### src/rtl/serial_add_ctrl.sv
// Bit-serial adder sequencer. One shared external full adder does one bit per clock, LSB first.
// The sequencer drives its A/B/Cin inputs and collects its sum and carry outputs.
//
//   state | meaning
//   ------+-----------------------------------------------------------
//   IDLE  | waiting for operands; in_ready high; shared adder idle
//   RUN   | one bit per clock through the shared adder, WIDTH cycles
//   DONE  | result presented on sum/cout; waiting for out_ready
module serial_add_ctrl #(
  parameter int WIDTH = 8
) (
  input  logic             clk,
  input  logic             rst,
  input  logic             in_valid,
  output logic             in_ready,
  input  logic [WIDTH-1:0] a,
  input  logic [WIDTH-1:0] b,
  input  logic             cin,
  output logic             out_valid,
  input  logic             out_ready,
  output logic [WIDTH-1:0] sum,
  output logic             cout,
  output logic             busy,
  output logic             fa_A,
  output logic             fa_B,
  output logic             fa_Cin,
  input  logic             fa_sum,
  input  logic             fa_carry
);

  localparam int CW = $clog2(WIDTH) + 1;
  localparam logic [CW-1:0] LAST_BIT = CW'(WIDTH - 1);

  typedef enum logic [1:0] {S_IDLE, S_RUN, S_DONE} state_t;

  state_t           state_q, state_d;
  logic [WIDTH-1:0] a_sh_q, a_sh_d;
  logic [WIDTH-1:0] b_sh_q, b_sh_d;
  logic [WIDTH-1:0] sum_sh_q, sum_sh_d;
  logic             carry_q, carry_d;
  logic [CW-1:0]    bit_cnt_q, bit_cnt_d;
  logic [WIDTH:0]   sum_ext;

  always_ff @(posedge clk or posedge rst) begin
    if (rst) begin
      state_q   <= S_IDLE;
      a_sh_q    <= '0;
      b_sh_q    <= '0;
      sum_sh_q  <= '0;
      carry_q   <= 1'b0;
      bit_cnt_q <= '0;
    end else begin
      state_q   <= state_d;
      a_sh_q    <= a_sh_d;
      b_sh_q    <= b_sh_d;
      sum_sh_q  <= sum_sh_d;
      carry_q   <= carry_d;
      bit_cnt_q <= bit_cnt_d;
    end
  end

  always_comb begin
    state_d = state_q;
    case (state_q)
      S_IDLE:  if (in_valid)               state_d = S_RUN;
      S_RUN:   if (bit_cnt_q == LAST_BIT)  state_d = S_DONE;
      S_DONE:  if (out_ready)              state_d = S_IDLE;
      default:                             state_d = S_IDLE;
    endcase
  end

  // New sum bit enters at the MSB, so after WIDTH shifts bit 0 sits at the LSB.
  always_comb begin
    a_sh_d    = a_sh_q;
    b_sh_d    = b_sh_q;
    sum_sh_d  = sum_sh_q;
    carry_d   = carry_q;
    bit_cnt_d = bit_cnt_q;
    sum_ext   = {fa_sum, sum_sh_q};
    case (state_q)
      S_IDLE: begin
        if (in_valid) begin
          a_sh_d    = a;
          b_sh_d    = b;
          carry_d   = cin;
          sum_sh_d  = '0;
          bit_cnt_d = '0;
        end
      end
      S_RUN: begin
        a_sh_d    = a_sh_q >> 1;
        b_sh_d    = b_sh_q >> 1;
        sum_sh_d  = sum_ext[WIDTH:1];
        carry_d   = fa_carry;
        bit_cnt_d = bit_cnt_q + CW'(1);
      end
      default: ;
    endcase
  end

  always_comb begin
    in_ready  = (state_q == S_IDLE);
    out_valid = (state_q == S_DONE);
    busy      = (state_q == S_RUN) || (state_q == S_DONE);
    sum       = sum_sh_q;
    cout      = carry_q;
    fa_A      = 1'b0;
    fa_B      = 1'b0;
    fa_Cin    = 1'b0;
    if (state_q == S_RUN) begin
      fa_A   = a_sh_q[0];
      fa_B   = b_sh_q[0];
      fa_Cin = carry_q;
    end
  end

endmodule

### config.mk
export PLATFORM = sky130hd
export DESIGN_NAME = serial_add_ctrl
export DESIGN_NICKNAME = d
export VERILOG_FILES = /design/src/rtl/serial_add_ctrl.sv
export SDC_FILE = /design/constraint.sdc
export NUM_CORES = 1
export LEC_CHECK = 0
export CORE_MARGIN = 2
export CORE_UTILIZATION = 40
export CTS_CLUSTER_DIAMETER = 40
export DETAILED_ROUTE_END_ITERATION = 16
export PLACE_DENSITY_LB_ADDON = 0.25
export SYNTH_ARGS = -nofsm -noshare
export SYNTH_HDL_FRONTEND = slang
export SYNTH_SLANG_ARGS = --single-unit
### constraint.sdc
create_clock -name clk -period 1.59 [get_ports clk]
set_input_delay 0.318 -clock clk [delete_from_list [all_inputs] [get_ports clk]]
set_output_delay 0.318 -clock clk [all_outputs]
set_load 0.02 [all_outputs]
Word level (Yosys, flattened, before mapping)
Cells that the tools add are included.
{"block": "word_totals", "ff_bits": 31, "latch_bits": 0, "mem_bits_rw": 0, "romBits": 0, "output_inout_bits": 15, "memories": 0}
{"block": "op_classes", "n_addsub": 1, "multipliers": 0, "n_div": 0, "order_cmp": 0, "n_eq_ne": 6, "n_shift": 0, "mux": 17, "bitwise": 0, "n_reduce_logical": 5}
{"op": "$pmux W8 S2", "count": 3}
{"op": "$mux W8", "count": 3}
{"op": "$pmux W4 S2", "count": 1}
{"op": "$mux W2", "count": 3}
{"op": "$pmux W2 S3", "count": 1}
{"op": "$add A4 B1 Y4 const B", "count": 1}
{"op": "$eq A4 B3 Y1 const B", "count": 1}
{"op": "$mux W1", "count": 4}
{"op": "$mux W4", "count": 1}
{"op": "$ne A2 B2 Y1 const B", "count": 2}
{"op": "$reduce_and A3 Y1", "count": 1}
{"op": "$eq A2 B1 Y1 const B", "count": 1}
{"op": "$eq A2 B2 Y1 const B", "count": 1}
{"op": "$logic_not A2 Y1", "count": 1}
{"op": "$ne A2 B1 Y1 const B", "count": 1}
{"op": "$pmux W1 S2", "count": 1}
{"op": "$reduce_and A2 Y1", "count": 1}
{"op": "$reduce_bool A2 Y1", "count": 1}
{"op": "$logic_or A1 B1 Y1", "count": 1}

Depth between registers and ports, before layout
{"block": "depth", "depth_word": 3, "depth_mapped": 8, "depth_no_buf": 5}

Worst setup path before layout
No wires, ideal clock.
{"block": "synth_path", "kind": "reg2reg", "from": "register state_q[0]", "to": "register bit_cnt_q[3]", "t_arrival_ns": 1.536, "t_required_ns": 1.489, "slack_ns": -0.047, "stages_incl_launch_ff": 8, "path_buffers": 2, "period_less_slack_ns": 1.637, "path_cell_list": "dfrtp_1 > inv_1 > ha_1 > mux2i_1 > buf_4 > buf_6 > a21oi_1 > o32ai_1"}
{"block": "synth_via", "elab_chain_len": 3, "elab_cells_between_ends": 6, "classes_between": "eq/ne (2); mux (1); reduce/logical (3)"}
{"element": "start: declaration", "line": "36", "source": "state_t state_q, state_d;"}
{"element": "start signal: assignment", "line": "53", "source": "state_q <= state_d;"}
{"element": "$logic_not A2 Y1 (*)"}
{"element": "via in_ready", "line": "15", "source": "output logic in_ready,"}
{"element": "$ne A2 B2 Y1 (no line) or $reduce_bool A2 Y1 (tied branches)"}
{"element": "$reduce_and A2 Y1 (no line)"}
{"element": "end signal: assignment", "line": "58", "source": "bit_cnt_q <= bit_cnt_d;"}
{"element": "end: declaration", "line": "41", "source": "logic [CW-1:0] bit_cnt_q, bit_cnt_d;"}
The timed path passes the listed nets; every way through them passes the cells marked *.
A chain may end at the register's enable or synchronous reset.

Worst setup path after layout
{"block": "layout_path", "from": "register state_q[1]", "to": "register b_sh_q[0]"}
{"block": "layout_via", "elab_chain_len": 3, "elab_cells_between_ends": 6, "classes_between": "eq/ne (2); mux (1); reduce/logical (3)"}
{"element": "$eq A2 B1 Y1 or $logic_not A2 Y1 (tied branches)", "line": "80", "source": "case (state_q)"}
{"element": "$reduce_bool A2 Y1 (no line) or $ne A2 B2 Y1 (tied branches)"}
{"element": "$reduce_and A2 Y1 (no line)"}
{"element": "end signal: assignment", "line": "55", "source": "b_sh_q <= b_sh_d;"}
{"element": "end: declaration", "line": "38", "source": "logic [WIDTH-1:0] b_sh_q, b_sh_d;"}
Several ways; a longest one is shown, not always the timed one.

==> flow_summary.yaml <==
status:
  run_status: "finished, violations left"
  violations: "negative setup slack"
pwr:
  p_sw_w: 0.001885
  clkPwrFrac_pct: 8.8
  seq_power_share_pct: 27.5
  p_total_w: 0.005004
  power.share.combinational_pct: 63.7
  p_sw_share_pct: 37.67
  p_int_w: 0.003119
  peakVddDrop_mv: 1.072
  power.density_nw_per_um2: 2159
  power.leakage_nw: 1.105
clock_network:
  clkTransAtPathRegs_ns: 0.10
  holdBufCountCts: 0
  cts_root_buf: "clkbuf_4"
  cts.htree.levels: 2
  clock-sinks: 31
  cts_buffers: 5
  clk-insertion-delay-late_ns: 0.34
  cts.path.max_buffers: 2
  cts_tree: "built"
logic_synthesis:
  synth.top_cell.area_share_pct: 53.49
  netlist_instances: 129
  synthMuxAreaShare_pct: 13.37
  synth_area_leaders: "dfrtp_1, mux2i_1, o21ai_0"
  synth_area_um2: 1450
  synth_nets: 157
  synthDistinctLibCells: 21
  synth-seq-cells: 31
  ys_warn_count: 0
  synth_top_family_by_area: "compound AO/OA/AOI/OAI gates"
  ys_seq_area_share_pct: 53.49
  synth_xor_area_share_pct: 0
  synth-simple-area-share_pct: 9.491
  synthAdderAreaFrac_pct: 4.314
  yosysTopAreaCell: "dfrtp_1"
  synth_compound_area_share_pct: 13.72
  avgSynthCellArea_um2: 11.24
timing:
  setup_viol: 34
  tns_ns: -6.069
  fin_ws_ns: -0.2373
  rsz0062_at_grt: "yes"
  hold_violations: 0
  worst_pin_slew_ns: 0.4535
  drv_slew: 0
  worst_clock_skew_ns: 0.008584
  max_freq_ghz: 0.5473
  period_share_pct: 114.9
  fin_crit_ns: 1.827
  max_slew_margin_pct: 69.59
layout:
  nFillCells: 259
  diodes: 0
  final_cells: 240
  drive_gt1_share_pct: 28.35
  final_nets: 221
  area_delta_synth_final_pct: 59.79
  stdcell_area_um2: 2317
drt:
  drt_iter0_drc: 46
  drt_wl_total_um: 3771
  drc: 0
  vias: 1224
  firstDrtPassIters: 4
  vias_per_cell: 5.100
  wl_per_cell_um: 15.71
  drtAntennaViolNets: 0
hold_path:
  hold_class: "primary input to async pin"
critical_path:
  reg2regPathDepth: 10
  crit_start: "state_q[1]$_DFFE_PP0P_"
  crit_fanout: 5
  rr_endpoint: "b_sh_q[0]$_DFFE_PP0P_"
  cpMaxStageDelayCell: "dfrtp_1"
  slowest_delay_ns: 0.40
  startpoint_type: "flip-flop"
  cp.required_ns: 1.85
  critPathKind: "flip-flop to flip-flop"
  end_kind: "flip-flop"
  reg2reg_slack_ns: -0.24
  worst_ep_arrival_time_ns: 2.09
  reg2reg_from: "state_q[1]$_DFFE_PP0P_"
  cp-endpoint: "b_sh_q[0]$_DFFE_PP0P_"
  crit_path_cell_trace: "inv_2 > buf_6 > ha_4 > buf_6 > buf_4 > mux2i_4 > clkbuf_16 > clkbuf_16 > nand2_1 > o21ai_1"
grt:
  grt_usage_pct: 16.94
  grt_overflow: 0
  grt_pass1_vias: 1190
  grt_pass1_wl_um: 5209
  grt_start_max_net_pins: 39
  antenna_found_initial: 0
placement:
  io_buffer_count: 37
  post_dp_cell_area_um2: 1947
  dp_hpwl_um: 2040
  place_congestion: 0.7334
  dp.cells: 217
die:
  rows: 21
  io_pins: 38
  fp.dieH_um: 64.21
  start_util_pct: 42.45
  fp.dieW_um: 64.21
  die-area_um2: 4123
  core_area_um2: 3416
job:
  maxCapViolations: 0
-- flip-flops by register name (all words and copies together) (netlist names) --
signal     flops
b_sh_q         8
bit_cnt_q      4
a_sh_q         8
cout           1
sum            8
state_q        2
-- worst min-delay path by stage --
stage	to	slack, ns	startpoint	depth (start not counted)
2_1_floorplan	a_sh_q[0]$_DFFE_PP0P_	0.42	rst	1
3_3_place_gp	b_sh_q[0]$_DFFE_PP0P_	0.46	b_sh_q[0]$_DFFE_PP0P_	2
3_5_place_dp	a_sh_q[0]$_DFFE_PP0P_	0.46	a_sh_q[0]$_DFFE_PP0P_	2
4_1_cts	a_sh_q[6]$_DFFE_PP0P_	0.36	rst	3
5_1_grt	b_sh_q[7]$_DFFE_PP0P_	0.37	rst	3
6_report	a_sh_q[4]$_DFFE_PP0P_	0.35	rst	3
-- cells by family (layout without fill, tap and decap cells) --
logic type | count (synthesis) | after routing
AOI/OAI and AO/OA | 30 | 30
adders and majority gates | 5 | 5
buffers and inverters | 14 | 79
DFF | 31 | 31
muxes | 19 | 19
and+or+nand+nor | 30 | 30
-- worst max-delay path, delay by kind of cell (launching register included) --
family	cells	cell delay [ns]
buffers and inverters	6	0.77
muxes	1	0.33
adders and majority gates	1	0.13
and+or+nand+nor	1	0.04
AOI/OAI and AO/OA	1	0.08
DFF	1	0.40
-- cells in the mapped netlist, drive strengths merged --
| library cell | number |
|---|---|
| a21boi | 1 |
| a21oi | 1 |
| a222oi | 1 |
| a22o | 9 |
| and2 | 3 |
| buf | 7 |
| clkbuf | 1 |
| dfrtp | 31 |
| ha | 5 |
| inv | 6 |
| mux2 | 3 |
| mux2i | 16 |
| nand2 | 20 |
| nand2b | 2 |
| nand3 | 2 |
| nand3b | 2 |
| o21ai | 17 |
| o32ai | 1 |
| or3 | 1 |
-- metal layers --
metal	track usage [%]	share of wire [%]
met1	18.55	41
met2	28.91	54
met3	5.810	3.9
met4	8.777	1.4
met5	0	0
-- what timing repair did --
item	CTS	global route
pin swaps	3	11
resized for setup	68	14
setup endpoints to repair	29	36
buffers inserted	4	2
cloned	0	9
-- power by group through the flow --
| stage | Combinational [W] | Clock (W) | Sequential [W] |
|---|---|---|---|
| after floorplan | 0.00125 | 0 | 0.00142 |
| after global placement | 0.00200 | 0 | 0.00134 |
| after detailed placement | 0.00206 | 0 | 0.00136 |
| after CTS | 0.00225 | 0.000455 | 0.00136 |
| after global routing | 0.00341 | 0.000497 | 0.00142 |
| final | 0.00319 | 0.000439 | 0.00138 |
-- cell type report --
class	count	area (um^2)	share of cell area [%]
Clock buffer	7	45.04	1.944
Inverter	6	25.02	1.080
Timing Repair Buffer	65	738.2	31.86
Sequential cell	31	777.0	33.53
Clock inverter	1	5.005	0.2160
Multi-Input combinational cell	84	669.4	28.89
Tap cell	46	57.56	2.484
-- cells in the final DEF (no fill, tap or decap), drive strengths merged --
cell type,instances
o21ai,17
mux2i,16
a222oi,1
clkdlybuf4s50,22
buf,28
ha,5
a22o,9
mux2,3
nand2,20
nand2b,2
or3,1
inv,6
a21boi,1
nand3,2
dfrtp,31
nand3b,2
a21oi,1
and2,3
clkbuf,13
dlygate4sd2,9
clkinv,1
o32ai,1
-- metrics by stage --
stage	utilization (%)	worst slack [ns]	hold WS, ns
after floorplan	-	0.02955	0.4215
after global routing	67.84	-0.3071	0.3730
final	67.84	-0.2373	0.3549
after CTS	60.22	-0.08494	0.3604
after detailed placement	57.00	-0.2349	0.4635
after global placement	57.00	-0.2030	0.4593
Note: power is estimated with default switching activity, not from simulation.
